$ cat config.mk
export PLATFORM = sky130hd
export DESIGN_NAME = mod14_wrap_tracker
export DESIGN_NICKNAME = d
export VERILOG_FILES = /design/src/rtl/mod14_wrap_tracker.sv
export SDC_FILE = /design/constraint.sdc
export NUM_CORES = 1
export LEC_CHECK = 0
export CORE_MARGIN = 5
export CORE_UTILIZATION = 45
export DETAILED_ROUTE_END_ITERATION = 7
export PLACE_DENSITY_LB_ADDON = 0.1
export SYNTH_ARGS = -nofsm -noshare
export SYNTH_HDL_FRONTEND = slang
export SYNTH_SLANG_ARGS = --single-unit
$ cat constraint.sdc
create_clock -name clock -period 4.2 [get_ports clock]
set_input_delay 1.26 -clock clock [delete_from_list [all_inputs] [get_ports clock]]
set_output_delay 1.26 -clock clock [all_outputs]
set_load 0.01 [all_outputs]
$ cat src/rtl/mod14_wrap_tracker.sv
// Wrap/direction tracker for a mod-14 counter: flags wraps, illegal values and jumps, and keeps a saturating revolution count.
// Define MOD14_TRK_JUMP_FAULT_EN to make a jump fatal (FAULT) instead of a resynchronisation to STILL.
module mod14_wrap_tracker (
    input  logic       clock,
    input  logic       reset,
    input  logic       clear,
    input  logic [3:0] count_out,
    output logic       up_wrap,
    output logic       down_wrap,
    output logic       illegal,
    output logic       jump,
    output logic [2:0] state,
    output logic [7:0] rev_cnt,
    output logic       fault
);

    typedef enum logic [2:0] {
        ST_INIT  = 3'd0,
        ST_STILL = 3'd1,
        ST_UP    = 3'd2,
        ST_DOWN  = 3'd3,
        ST_FAULT = 3'd4
    } trk_state_e;

    localparam logic [3:0] MAX_VAL = 4'd13;
    localparam logic [7:0] REV_MAX = 8'h7F;
    localparam logic [7:0] REV_MIN = 8'h80;

    trk_state_e state_q, state_d;
    logic [3:0] prev_q;
    logic [7:0] rev_q, rev_d;
    logic       up_wrap_q, down_wrap_q, illegal_q, jump_q;
    logic       up_wrap_d, down_wrap_d, illegal_d, jump_d;

    logic       sample_ok, prev_ok, tracking;
    logic       is_hold, is_step_up, is_step_down, is_jump;
    logic [3:0] prev_inc, prev_dec;

    // Pair classification; only meaningful while actively tracking a legal history.
    always_comb begin
        sample_ok    = (count_out <= MAX_VAL);
        prev_ok      = (prev_q <= MAX_VAL);
        prev_inc     = (prev_q == MAX_VAL) ? 4'd0 : prev_q + 4'd1;
        prev_dec     = (prev_q == 4'd0) ? MAX_VAL : prev_q - 4'd1;
        tracking     = sample_ok && prev_ok &&
                       ((state_q == ST_STILL) || (state_q == ST_UP) || (state_q == ST_DOWN));
        is_hold      = tracking && (count_out == prev_q);
        is_step_up   = tracking && (count_out == prev_inc);
        is_step_down = tracking && (count_out == prev_dec);
        is_jump      = tracking && !is_hold && !is_step_up && !is_step_down;
    end

    // State register; prev always follows the sample, including on clear.
    // NOTE: sequential state uses non-blocking (<=) so every register samples pre-edge values.
    always_ff @(posedge clock or posedge reset) begin
        if (reset) begin
            state_q <= ST_INIT;
            prev_q  <= 4'd0;
        end else begin
            state_q <= state_d;
            prev_q  <= count_out;
        end
    end

    // Next-state logic.
    // NOTE: default assignment first so no path through the combinational block infers a latch.
    always_comb begin
        state_d = state_q;
        if (clear) begin
            state_d = ST_INIT;
        end else begin
            case (state_q)
                ST_INIT:  state_d = sample_ok ? ST_STILL : ST_FAULT;
                ST_STILL, ST_UP, ST_DOWN: begin
                    if (!sample_ok)        state_d = ST_FAULT;
                    else if (!prev_ok)     state_d = ST_STILL;
                    else if (is_hold)      state_d = ST_STILL;
                    else if (is_step_up)   state_d = ST_UP;
                    else if (is_step_down) state_d = ST_DOWN;
                    else begin
`ifdef MOD14_TRK_JUMP_FAULT_EN
                        state_d = ST_FAULT;
`else
                        state_d = ST_STILL;
`endif
                    end
                end
                ST_FAULT: state_d = ST_FAULT;
                default:  state_d = ST_INIT;
            endcase
        end
    end

    // Output logic: pulse and revolution-count next values.
    always_comb begin
        up_wrap_d   = !clear && is_step_up && (prev_q == MAX_VAL);
        down_wrap_d = !clear && is_step_down && (prev_q == 4'd0);
        illegal_d   = !clear && !sample_ok;
        jump_d      = !clear && is_jump;
        rev_d       = rev_q;
        if (clear) begin
            rev_d = 8'h00;
        end else if (state_q != ST_FAULT) begin
            if (up_wrap_d && (rev_q != REV_MAX))
                rev_d = rev_q + 8'd1;
            else if (down_wrap_d && (rev_q != REV_MIN))
                rev_d = rev_q - 8'd1;
        end
    end

    always_ff @(posedge clock or posedge reset) begin
        if (reset) begin
            up_wrap_q   <= 1'b0;
            down_wrap_q <= 1'b0;
            illegal_q   <= 1'b0;
            jump_q      <= 1'b0;
            rev_q       <= 8'h00;
        end else begin
            up_wrap_q   <= up_wrap_d;
            down_wrap_q <= down_wrap_d;
            illegal_q   <= illegal_d;
            jump_q      <= jump_d;
            rev_q       <= rev_d;
        end
    end

    assign up_wrap   = up_wrap_q;
    assign down_wrap = down_wrap_q;
    assign illegal   = illegal_q;
    assign jump      = jump_q;
    assign state     = state_q;
    assign rev_cnt   = rev_q;
    assign fault     = (state_q == ST_FAULT);

endmodule
==> out/qor.yml <==
floorplanning:
  initial_core_util: 0.470
  dieArea_mm2: 0.00442
  ioPinCount: 23
  die_x_um: 66.5
  die_y_um: 66.5
  rows: 20
  coreArea_mm2: 0.00305
worst_setup_path:
  critPathMaxFanout: 6
  crit_required_ns: 4.42
  cp_slowest_cell: "or3b_4"
  timing.rr.end: "rev_cnt[7]"
  worstPathArrival_ns: 4.25
  slowest_delay_ns: 0.40
  timing.rr.start: "prev_q[1]"
  worstRegToRegCells: 14
  crit_type: "in -> reg"
  start_kind: "input pin"
  worstSetupEndpointType: "register"
  crit_chain: "dlygate4sd2_1 -> or3b_4 -> a21oi_2 -> o21ai_2 -> a211oi_2 -> and2b_1 -> and2b_1 -> inv_1 -> buf_4 -> ha_1 -> or3_1 -> o211ai_1 -> xor2_1 -> nand2b_4 -> a21oi_2"
  rrSetupSlack_ns: 0.84
sta:
  drv_slew: 0
  rsz0062_at_grt: "false"
  fin_skew_ns: 0.00129
  timing.final.crit_share: 0.961
  setup_viol: 0
  tns_ns: 0
  hold_viol: 0
  fin_crit_ns: 4.03
  timing.slew.headroom: 0.507
  worst_slew_pin_slew_ns: 0.739
  fmax_mhz: 248
synth:
  synth_most_common_cell: "dfrtp_1"
  synth.net_count: 161
  syn_area_per_cell_um2: 9.75
  synthTopCellsByArea: "dfrtp_1 (33%), ha_1 (5.2%), xor2_1 (4.9%), nand2b_1 (4.4%), o21ai_2 (3.7%)"
  synthTopCellsByCount: "dfrtp_1 (19), nand2b_1 (10), o21ai_0 (9), xor2_1 (8), nor2_1 (7)"
  netlist_instances: 147
  syn-cell-area_mm2: 0.00143
  ys.flop_type: "dfrtp_1"
  yosys.area.top_type: "dfrtp_1"
  ys_seq_area_frac: 0.332
  synth-seq-cells: 19
  synth_edf_count: 0
  async_flop_share: 1.00
  yosysUniqueCellTypes: 49
  synth_top_cell_area_share: 0.332
  yosysWarningCount: 0
outcome:
  outcome: "completed"
final_layout:
  nFillCells: 287
  instances_no_fill: 233
  design_area_mm2: 0.00189
  nets: 204
  multi_input_area_um2: 905
  areaGrowthSynthToFinish_pct: 31.6
  diodes: 0
  layout-drive-gt1-share: 0.291
  final-seq-area_um2: 475
grt:
  globalRouteTotalUtil: 0.166
  grt_max_degree: 20
  antenna_found_initial: 0
  grt_overflow: 0
  grt_pass1_vias: 1176
  grt_pass1_wl_mm: 5.64
power_and_ir_drop:
  power_leakage_nw: 0.790
  p_per_area_mw_per_mm2: 201
  ir_drop_v: 0.000116
detailed_routing:
  wl_mm: 3.24
  drc: 0
  vias: 1230
  drtIter0Drc: 46
  via_per_inst: 5.28
  dr.pass1.iters: 4
  wl_per_cell_um: 13.9
  postRouteAntennaNets: 0
min_path:
  min_from: "rev_cnt[6]"
  hold-path-cell-count: 2
  holdPathEnd: "rev_cnt[6]"
  hp-class: "reg -> reg"
place:
  dpl_cell_area_mm2: 0.00182
  dp_hpwl_mm: 2.43
  gp_congestion: 0.879
  placed_cells: 228
  io_buffer_count: 22
job:
  maxCapViolations: 0
clock_network:
  clock_sinks: 19
  clk_path_buf_depth: 2
  worstSkewPairLatency_ns: 0.31
  clkTransAtPathRegs_ns: 0.12
  cts_max_level: 1
  cts_tree: "built"
  holdBufCountCts: 0
  cts_root_buf: "clkbuf_4"
  cts_buffers: 3
placed cells by master, fill, tap and decap left out, drive strengths merged, types with 2 or more instances in the layout:
| cell type | synthesis | final |
|---|---|---|
| or3 | 2 | 2 |
| nor2 | 7 | 7 |
| o21a | 2 | 2 |
| nand3 | 4 | 4 |
| nor3 | 5 | 5 |
| clkdlybuf4s50 | 0 | 20 |
| buf | 8 | 25 |
| nand2b | 10 | 10 |
| o21ai | 15 | 15 |
| nor2b | 3 | 3 |
| nand2 | 10 | 10 |
| dfrtp | 19 | 19 |
| a21o | 2 | 2 |
| clkbuf | 1 | 3 |
| xor2 | 8 | 8 |
| nand4b | 2 | 2 |
| nand4 | 2 | 2 |
| and2b | 2 | 2 |
| inv | 4 | 4 |
| a211oi | 4 | 4 |
| ha | 6 | 6 |
| a21oi | 7 | 7 |
| xnor2 | 5 | 5 |
| o211ai | 2 | 2 |
per-layer routing:
metal  vias to the layer above  wire [um]  GRT usage
li1                        607          -          -
met1                       591       1610      0.240
met2                        29       1450      0.249
met3                         3        140     0.0270
met4                         0         25     0.0533
met5                         -          0          0
final cells by class:
class,instances,share of cell area
Sequential cell,19,0.252
Tap cell,44,0.0292
Clock inverter,1,0.00265
Timing Repair Buffer,47,0.217
Clock buffer,3,0.0119
Multi-Input combinational cell,115,0.479
Inverter,4,0.00796
worst max-delay path: cells and delay by family:
family | cells | cell delay, ns
AND/OR/NAND/NOR | 5 | 1.26
XOR/XNOR | 1 | 0.21
AO/OA/AOI/OAI | 5 | 0.68
buffers and inverters | 3 | 0.57
adder cells (fa/ha/maj) | 1 | 0.28
power by group:
| part | switching (mW) | internal [mW] |
|---|---|---|
| Combinational | 0.0384 | 0.0421 |
| Clock | 0.0647 | 0.0357 |
| Sequential | 0.0102 | 0.188 |
| Total | 0.113 | 0.266 |
stage by stage:
step	utilization	worst slack, ns	power (mW)	hold slack (ns)
6_report	0.618	0.165	0.379	0.621
5_1_grt	0.618	0.0515	0.401	0.658
4_1_cts	0.606	0.0287	0.382	0.624
3_5_place_dp	0.596	-0.405	0.282	0.590
3_3_place_gp	0.596	-0.256	0.281	0.576
2_1_floorplan	-	0.165	0.247	0.595
worst max path at each step:
stage	cells past startpoint	start	slack, ns	endpoint
after floorplan	16	count_out[3]	0.16	rev_cnt[7]
after global placement	16	count_out[3]	-0.26	rev_cnt[7]
after detailed placement	16	count_out[3]	-0.41	rev_cnt[7]
after CTS	16	count_out[2]	0.03	rev_cnt[7]
after global routing	16	count_out[3]	0.05	rev_cnt[7]
final	15	count_out[3]	0.17	rev_cnt[7]
repair_timing:
item	CTS	global route
resized for setup	2	6
endpoints found under the setup margin	2	2
buffers inserted	0	1
cloned	0	0
pin swaps	0	4
logic make-up after synthesis:
group                      share of synthesized area
buffers and inverters                         0.0593
AOI/OAI and AO/OA                              0.221
and+or+nand+nor                                0.236
xor gates and xnor gates                      0.0794
adders and majority gates                     0.0663
muxes                                        0.00698
DFF                                            0.332
state kept, by name (all words and copies together), names as in the netlist:
register   cells
down_wrap      1
illegal        1
jump           1
prev_q         4
rev_cnt        8
state          3
up_wrap        1
Note: power is estimated with default switching activity, not from simulation.
